`src/rtl/pipeline_ctrl_pkg.sv`:
```
// Shared types and default sizing for the pipeline stage controller.
package pipe_ctrl_pkg;

    localparam int unsigned FLUSH_CYCLES_DEF = 2;
    localparam int unsigned CNT_W_DEF        = 32;
    localparam int unsigned FCNT_W           = 4;   // holds FLUSH_CYCLES up to 15
    localparam int unsigned REG_W            = 5;   // register specifier width

    typedef enum logic [1:0] {
        ST_RUN      = 2'd0,
        ST_FLUSH    = 2'd1,
        ST_MEM_WAIT = 2'd2
    } state_e;

endpackage

```
`src/rtl/pipeline_ctrl_if.sv`:
```
// Decode/execute/memory status in, stage enables and perf counters out.
interface pipeline_ctrl_if
    import pipe_ctrl_pkg::*;
#(
    parameter int unsigned CNT_W = CNT_W_DEF
) ();

    logic [REG_W-1:0] id_rs1;
    logic [REG_W-1:0] id_rs2;
    logic             id_rs1_used;
    logic             id_rs2_used;
    logic [REG_W-1:0] ex_rd;
    logic             ex_rd_memory;
    logic             ex_save_to_reg;
    logic             ex_mispredict;
    logic             mem_busy;
    logic             clr_cnt;

    logic             if_ena;
    logic             id_ena;
    logic             id_x;
    logic             ex_x;
    logic [CNT_W-1:0] stall_cycles;
    logic [CNT_W-1:0] flush_events;

    modport master (
        output id_rs1, id_rs2, id_rs1_used, id_rs2_used, ex_rd,
               ex_rd_memory, ex_save_to_reg, ex_mispredict, mem_busy, clr_cnt,
        input  if_ena, id_ena, id_x, ex_x, stall_cycles, flush_events
    );

    modport slave (
        input  id_rs1, id_rs2, id_rs1_used, id_rs2_used, ex_rd,
               ex_rd_memory, ex_save_to_reg, ex_mispredict, mem_busy, clr_cnt,
        output if_ena, id_ena, id_x, ex_x, stall_cycles, flush_events
    );

endinterface

```
`src/rtl/pipeline_ctrl_hazard_detect.sv`:
```
// Load-use hazard: decode reads a register that the load in execute writes.
module hazard_detect
    import pipe_ctrl_pkg::*;
(
    input  logic [REG_W-1:0] id_rs1_i,
    input  logic [REG_W-1:0] id_rs2_i,
    input  logic             id_rs1_used_i,
    input  logic             id_rs2_used_i,
    input  logic [REG_W-1:0] ex_rd_i,
    input  logic             ex_rd_memory_i,
    input  logic             ex_save_to_reg_i,
    output logic             load_use_o
);

    logic rs1_hit;
    logic rs2_hit;

    assign rs1_hit    = id_rs1_used_i && (id_rs1_i == ex_rd_i);
    assign rs2_hit    = id_rs2_used_i && (id_rs2_i == ex_rd_i);
    assign load_use_o = ex_rd_memory_i && ex_save_to_reg_i &&
                        (ex_rd_i != '0) && (rs1_hit || rs2_hit);

endmodule

```
`src/rtl/pipeline_ctrl.sv`:
```
// Pipeline stage controller: load-use stalls, redirect flushes, memory waits,
// plus saturating stall/flush performance counters.
module pipeline_ctrl
    import pipe_ctrl_pkg::*;
#(
    parameter int unsigned FLUSH_CYCLES = FLUSH_CYCLES_DEF,
    parameter int unsigned CNT_W        = CNT_W_DEF
) (
    input  logic           stg_clk,
    input  logic           reset,
    pipeline_ctrl_if.slave bus
);

    localparam logic [FCNT_W-1:0] FLUSH_LOAD = FCNT_W'(FLUSH_CYCLES);

    logic             load_use;
    state_e           state_q, state_d;
    state_e           saved_q, saved_d;
    state_e           eff;
    logic [FCNT_W-1:0] fcnt_q, fcnt_d;
    logic             pend_q, pend_d;
    logic [CNT_W-1:0] stall_q, stall_d;
    logic [CNT_W-1:0] flush_q, flush_d;
    logic             if_ena, id_ena, id_x, ex_x;
    logic             accept;

    hazard_detect u_hazard (
        .id_rs1_i         (bus.id_rs1),
        .id_rs2_i         (bus.id_rs2),
        .id_rs1_used_i    (bus.id_rs1_used),
        .id_rs2_used_i    (bus.id_rs2_used),
        .ex_rd_i          (bus.ex_rd),
        .ex_rd_memory_i   (bus.ex_rd_memory),
        .ex_save_to_reg_i (bus.ex_save_to_reg),
        .load_use_o       (load_use)
    );

    // Next state and stage controls; the mem_busy-falling cycle of MEM_WAIT
    // is evaluated as the saved state so resumption costs no extra cycle.
    always_comb begin
        state_d = state_q;
        saved_d = saved_q;
        fcnt_d  = fcnt_q;
        pend_d  = pend_q;
        if_ena  = 1'b0;
        id_ena  = 1'b0;
        id_x    = 1'b0;
        ex_x    = 1'b0;
        accept  = 1'b0;
        eff     = state_q;
        if (state_q == ST_MEM_WAIT) begin
            eff = saved_q;
        end

        if (reset) begin
            id_x = 1'b1;
            ex_x = 1'b1;
        end else if ((state_q == ST_MEM_WAIT) && bus.mem_busy) begin
            pend_d = pend_q | bus.ex_mispredict;
        end else if (bus.ex_mispredict || pend_q) begin
            if_ena  = 1'b1;
            id_ena  = 1'b1;
            id_x    = 1'b1;
            ex_x    = 1'b1;
            accept  = 1'b1;
            pend_d  = 1'b0;
            fcnt_d  = FLUSH_LOAD;
            state_d = ST_FLUSH;
        end else if (bus.mem_busy) begin
            saved_d = eff;
            state_d = ST_MEM_WAIT;
        end else if (eff == ST_FLUSH) begin
            if_ena  = 1'b1;
            id_ena  = 1'b1;
            id_x    = 1'b1;
            fcnt_d  = fcnt_q - FCNT_W'(1);
            state_d = (fcnt_q <= FCNT_W'(1)) ? ST_RUN : ST_FLUSH;
        end else if (load_use) begin
            ex_x    = 1'b1;
            state_d = ST_RUN;
        end else begin
            if_ena  = 1'b1;
            id_ena  = 1'b1;
            state_d = ST_RUN;
        end
    end

    // Saturating counters; clear wins over increment.
    always_comb begin
        stall_d = stall_q;
        flush_d = flush_q;
        if (bus.clr_cnt) begin
            stall_d = '0;
            flush_d = '0;
        end else begin
            if (!if_ena && (stall_q != '1)) begin
                stall_d = stall_q + CNT_W'(1);
            end
            if (accept && (flush_q != '1)) begin
                flush_d = flush_q + CNT_W'(1);
            end
        end
    end

    // State, flush countdown, pending redirect and counter registers.
    always_ff @(posedge stg_clk or posedge reset) begin
        if (reset) begin
            state_q <= ST_RUN;
            saved_q <= ST_RUN;
            fcnt_q  <= '0;
            pend_q  <= 1'b0;
            stall_q <= '0;
            flush_q <= '0;
        end else begin
            state_q <= state_d;
            saved_q <= saved_d;
            fcnt_q  <= fcnt_d;
            pend_q  <= pend_d;
            stall_q <= stall_d;
            flush_q <= flush_d;
        end
    end

    assign bus.if_ena       = if_ena;
    assign bus.id_ena       = id_ena;
    assign bus.id_x         = id_x;
    assign bus.ex_x         = ex_x;
    assign bus.stall_cycles = stall_q;
    assign bus.flush_events = flush_q;

endmodule

```
`src/flat_wrapper.sv`:
```
// flat-port wrapper written by rule: the top's interface ports become plain ports
module pipeline_ctrl_flat import pipe_ctrl_pkg::*;
#(
    parameter int unsigned FLUSH_CYCLES = FLUSH_CYCLES_DEF,
    parameter int unsigned CNT_W        = CNT_W_DEF
)
  (stg_clk, reset, bus_id_rs1, bus_id_rs2, bus_id_rs1_used, bus_id_rs2_used, bus_ex_rd, bus_ex_rd_memory, bus_ex_save_to_reg, bus_ex_mispredict, bus_mem_busy, bus_clr_cnt, bus_if_ena, bus_id_ena, bus_id_x, bus_ex_x, bus_stall_cycles, bus_flush_events);
  pipeline_ctrl_if #(.CNT_W(CNT_W)) bus_i ();
  input  logic stg_clk;
  input  logic reset;
  input wire logic [$bits(bus_i.id_rs1)-1:0] bus_id_rs1;
  input wire logic [$bits(bus_i.id_rs2)-1:0] bus_id_rs2;
  input wire logic [$bits(bus_i.id_rs1_used)-1:0] bus_id_rs1_used;
  input wire logic [$bits(bus_i.id_rs2_used)-1:0] bus_id_rs2_used;
  input wire logic [$bits(bus_i.ex_rd)-1:0] bus_ex_rd;
  input wire logic [$bits(bus_i.ex_rd_memory)-1:0] bus_ex_rd_memory;
  input wire logic [$bits(bus_i.ex_save_to_reg)-1:0] bus_ex_save_to_reg;
  input wire logic [$bits(bus_i.ex_mispredict)-1:0] bus_ex_mispredict;
  input wire logic [$bits(bus_i.mem_busy)-1:0] bus_mem_busy;
  input wire logic [$bits(bus_i.clr_cnt)-1:0] bus_clr_cnt;
  output wire logic [$bits(bus_i.if_ena)-1:0] bus_if_ena;
  output wire logic [$bits(bus_i.id_ena)-1:0] bus_id_ena;
  output wire logic [$bits(bus_i.id_x)-1:0] bus_id_x;
  output wire logic [$bits(bus_i.ex_x)-1:0] bus_ex_x;
  output wire logic [$bits(bus_i.stall_cycles)-1:0] bus_stall_cycles;
  output wire logic [$bits(bus_i.flush_events)-1:0] bus_flush_events;
  assign bus_i.id_rs1 = bus_id_rs1;
  assign bus_i.id_rs2 = bus_id_rs2;
  assign bus_i.id_rs1_used = bus_id_rs1_used;
  assign bus_i.id_rs2_used = bus_id_rs2_used;
  assign bus_i.ex_rd = bus_ex_rd;
  assign bus_i.ex_rd_memory = bus_ex_rd_memory;
  assign bus_i.ex_save_to_reg = bus_ex_save_to_reg;
  assign bus_i.ex_mispredict = bus_ex_mispredict;
  assign bus_i.mem_busy = bus_mem_busy;
  assign bus_i.clr_cnt = bus_clr_cnt;
  assign bus_if_ena = bus_i.if_ena;
  assign bus_id_ena = bus_i.id_ena;
  assign bus_id_x = bus_i.id_x;
  assign bus_ex_x = bus_i.ex_x;
  assign bus_stall_cycles = bus_i.stall_cycles;
  assign bus_flush_events = bus_i.flush_events;
  pipeline_ctrl #(.FLUSH_CYCLES(FLUSH_CYCLES), .CNT_W(CNT_W)) u_core (.stg_clk(stg_clk), .reset(reset), .bus(bus_i));
endmodule
```
`config.mk`:
```
export PLATFORM = sky130hd
export DESIGN_NAME = pipeline_ctrl_flat
export DESIGN_NICKNAME = d
export VERILOG_FILES = /design/src/rtl/pipeline_ctrl_pkg.sv /design/src/rtl/pipeline_ctrl_if.sv /design/src/rtl/pipeline_ctrl_hazard_detect.sv /design/src/rtl/pipeline_ctrl.sv /design/src/flat_wrapper.sv
export SDC_FILE = /design/constraint.sdc
export NUM_CORES = 1
export LEC_CHECK = 0
export ABC_AREA = 1
export BUFFER_PORTS_ARGS = -buffer_cell sky130_fd_sc_hd__buf_4
export CAP_MARGIN = 20
export CORE_MARGIN = 1.5
export CORE_UTILIZATION = 61
export CTS_CLUSTER_DIAMETER = 120
export DETAILED_ROUTE_END_ITERATION = 6
export PLACE_DENSITY = 0.84
export SLEW_MARGIN = 20
export SYNTH_ARGS = -nofsm -noshare
export SYNTH_HDL_FRONTEND = slang
export SYNTH_HIERARCHICAL = 1
export SYNTH_SLANG_ARGS = --single-unit
```
`constraint.sdc`:
```
create_clock -name stg_clk -period 8.21 [get_ports stg_clk]
set_input_delay 0.4105 -clock stg_clk [delete_from_list [all_inputs] [get_ports stg_clk]]
set_output_delay 0.4105 -clock stg_clk [all_outputs]
set_load 0.05 [all_outputs]
```
==> metrics.cfg <==
[worst_setup_path]
crit_chain=buf_4 -> inv_2 -> buf_4 -> nand2_1 -> nor2_1 -> nand2_2 -> inv_1 -> buf_4
cp-start-kind=input port
cp_slowest_cell=buf_4
path_common_cell=buf_4
worstPathArrival_ns=2.25
crit_family=buffers and inverters
critPathRequiredTime_ns=7.80
cp_num_buf_inv=5
reg2reg_slack_ns=5.88
max_stage_delay_ns=0.72
worst-path-max-fanout=76
regToRegEndpoint=u_core/bus.flush_events[12]
r2r_cells=11
r2r-start=u_core/bus.flush_events[0]
critPathKind=in2out
worstSetupEndpointType=output pin

[placed_design]
io_buffers=91
dp_worst_setup_slack_ns=5.31
gp_congestion=0.947
dp_hpwl_um=10500
dpl_cell_area_um2=5870
dp.cells=1007

[power]
switchingPower_mw=0.221
seqPwrFrac_pct=52.2
vdd_drop_max_uv=87.2
p_int_mw=0.508
clkPwrFrac_pct=33.1
swShare_pct=30.3
power_leakage_nw=3.03
comb_power_share_pct=14.7
finalPower_mw=0.728
powerDensity_nw_per_um2=121

[yosys]
synth_area_leaders=dfrtp_1 (35%), nand2_1 (25%), nor2_1 (11%)
ys_ff_latch=73
ys_seq_area_share_pct=35.5
netlist.area_leader.share_pct=35.5
syn_area_per_cell_um2=6.24
postSynthCellCount=825
synth_warnings=6
netlist_area_um2=5150
synth_cell_types=32
synth_area_leader_cell=dfrtp_1
synth.net_count=853

[clock_network]
cts_resized=0
numCtsBuffers=9
htree_levels=3
cts_hold_buf=0
path_clk_slew_ns=0.07
clk_path_buf_depth=2
clock_sinks=73
worst_skew_pair.late_latency_ns=0.35
postCtsSetupRepairBufs=0
cts_root_buf=clkbuf_8
cts_tree=done

[sta]
tns_ns=0
maxSlewHeadroom_pct=35.9
drv_slew=0
finalCritPeriodShare_pct=32.4
fin_ws_ns=5.55
fin_crit_ns=2.66
finalHoldViolations=0
fin_worst_hold_slack_ns=0.332
tightest_slew_ns=0.961
setup_viol=0
fin_worst_skew_ns=0.00551
fmax_mhz=376
grt_setup_unrepaired=false

[final_layout]
area_growth_pct=17.0
nets=941
drive_gt1_share_pct=15.0
fin_util_pct=73.7
antennaDiodeCount=0
stdcell_count=1021
fin_area_um2=6020

[die]
core-area_um2=8180
chipHeight_um=94.9
row_count=33
initial_utilization_pct=63.0
die_w_um=94.9
dieArea_um2=9000
pin_count=92

[drt]
wirelength_um=14200
antenna_left=0
vias_per_cell=5.43
drtPass1Iterations=5
post-route-drc-count=0
wl_per_cell_um=13.9
vias=5543
drt_iter0_drc=360

[worst_hold_path]
worstHoldPathType=in2reg
hold_path.startpoint=reset
min_to=u_core/state_q[0]
min_delay_path_depth=3

[status]
outcome=complete, no violations

[grt]
grt_pass1_wl_um=23100
grt_antenna_before_repair=0
overflow=0
grt_max_degree=77
grt_pass1_vias=5199
grtUsageTotal_pct=33.1

[run]
cap_violations=0

cells in the mapped netlist:
cell type    n
nand3_1     60
nor2_4       3
clkinv_4     1
nand4_1     28
a21oi_1      5
o21ai_1      1
and3_1       1
a31oi_1      1
buf_1        3
nor3_1       4
inv_1       72
or2_2        3
nor2_2       3
xnor2_1     13
o21ai_0      5
dfrtp_1     73
buf_2        3
buf_4        3
nand2_4      2
ha_1         4
inv_2        6
inv_4        1
nor2_1     153
xor2_1      16
nor3b_1      1
buf_6        4
clkbuf_1     3
mux2_2       1
nand3_2      1
nand2_1    341
nand2_2      9
o31ai_1      1
sequential cells by signal, indices dropped and copies added (netlist names):
signal and count:
u_core/saved_q 2, u_core/fcnt_q 4, u_core/bus.stall_cycles 32, u_core/bus.flush_events 32, u_core/state_q 2, u_core/pend_q 1
power groups by stage:
stage,Sequential (mW),Combinational [mW],Clock [mW]
finish,0.380,0.107,0.241
detailed placement,0.387,0.107,0
floorplan,0.392,0.0707,0
CTS,0.380,0.107,0.245
global placement,0.386,0.102,0
global route,0.382,0.120,0.260
metal layers:
metal  vias to the layer above  global-route usage (%)  share of wire [%]  wire [um]
met5                         -                       0                  0          0
met3                        32                    4.75                6.2        884
li1                       2729                       -                  -          -
met4                         0                    14.1                2.3        332
met2                       213                    59.4                 51       7270
met1                      2569                    39.2                 40       5750
final cells by class:
type	instances	area, um^2
tap	105	131
clock inverter	4	22.5
clock buffer	10	128
sequential	73	1830
inverter	80	308
fill	725	2150
multi-input combinational	656	2910
timing repair buffer	93	698
worst reg2reg max path: cells and delay by family, from the launching register on:
family                     cells  cell delay (ns)
buffers and inverters          2             0.45
adders and majority gates      1             0.35
and+or+nand+nor                8             0.99
DFF                            1             0.49
cells by family after synthesis:
kind of cell	after synthesis	synth area share [%]
DFF	73	35.5
xor gates and xnor gates	29	4.93
AOI/OAI and AO/OA	13	1.34
and+or+nand+nor	609	49.0
muxes	1	0.219
buffers and inverters	96	8.02
adders and majority gates	4	0.972
layout by cell type, fill, tap and decap left out, types with 2 or more instances in the layout:
| master | synthesis | final |
|---|---|---|
| nor2_1 | 153 | 153 |
| o21ai_0 | 5 | 5 |
| nor2_2 | 3 | 3 |
| nand2_4 | 2 | 2 |
| or2_2 | 3 | 3 |
| a21oi_1 | 5 | 5 |
| nand2_2 | 9 | 9 |
| xnor2_1 | 13 | 13 |
| nand4_1 | 28 | 28 |
| inv_2 | 6 | 7 |
| nand3_1 | 60 | 60 |
| dfrtp_1 | 73 | 73 |
| nor3_1 | 4 | 4 |
| ha_1 | 4 | 4 |
| nor2_4 | 3 | 3 |
| clkbuf_8 | 0 | 9 |
| buf_4 | 3 | 93 |
| inv_1 | 72 | 71 |
| xor2_1 | 16 | 16 |
| clkinv_2 | 0 | 3 |
| nand2_1 | 341 | 341 |
worst max-delay path by stage:
stage | cells past startpoint | endpoint | from | slack, ns
4_1_cts | 8 | bus_if_ena | reset | 5.50
5_1_grt | 8 | bus_if_ena | reset | 5.29
3_3_place_gp | 10 | u_core/bus.flush_events[31] | reset | 5.43
6_report | 8 | bus_if_ena | reset | 5.55
3_5_place_dp | 10 | u_core/bus.flush_events[30] | reset | 5.31
2_1_floorplan | 6 | bus_if_ena | reset | 4.50
No activity file was read; power rests on OpenSTA's default activity.
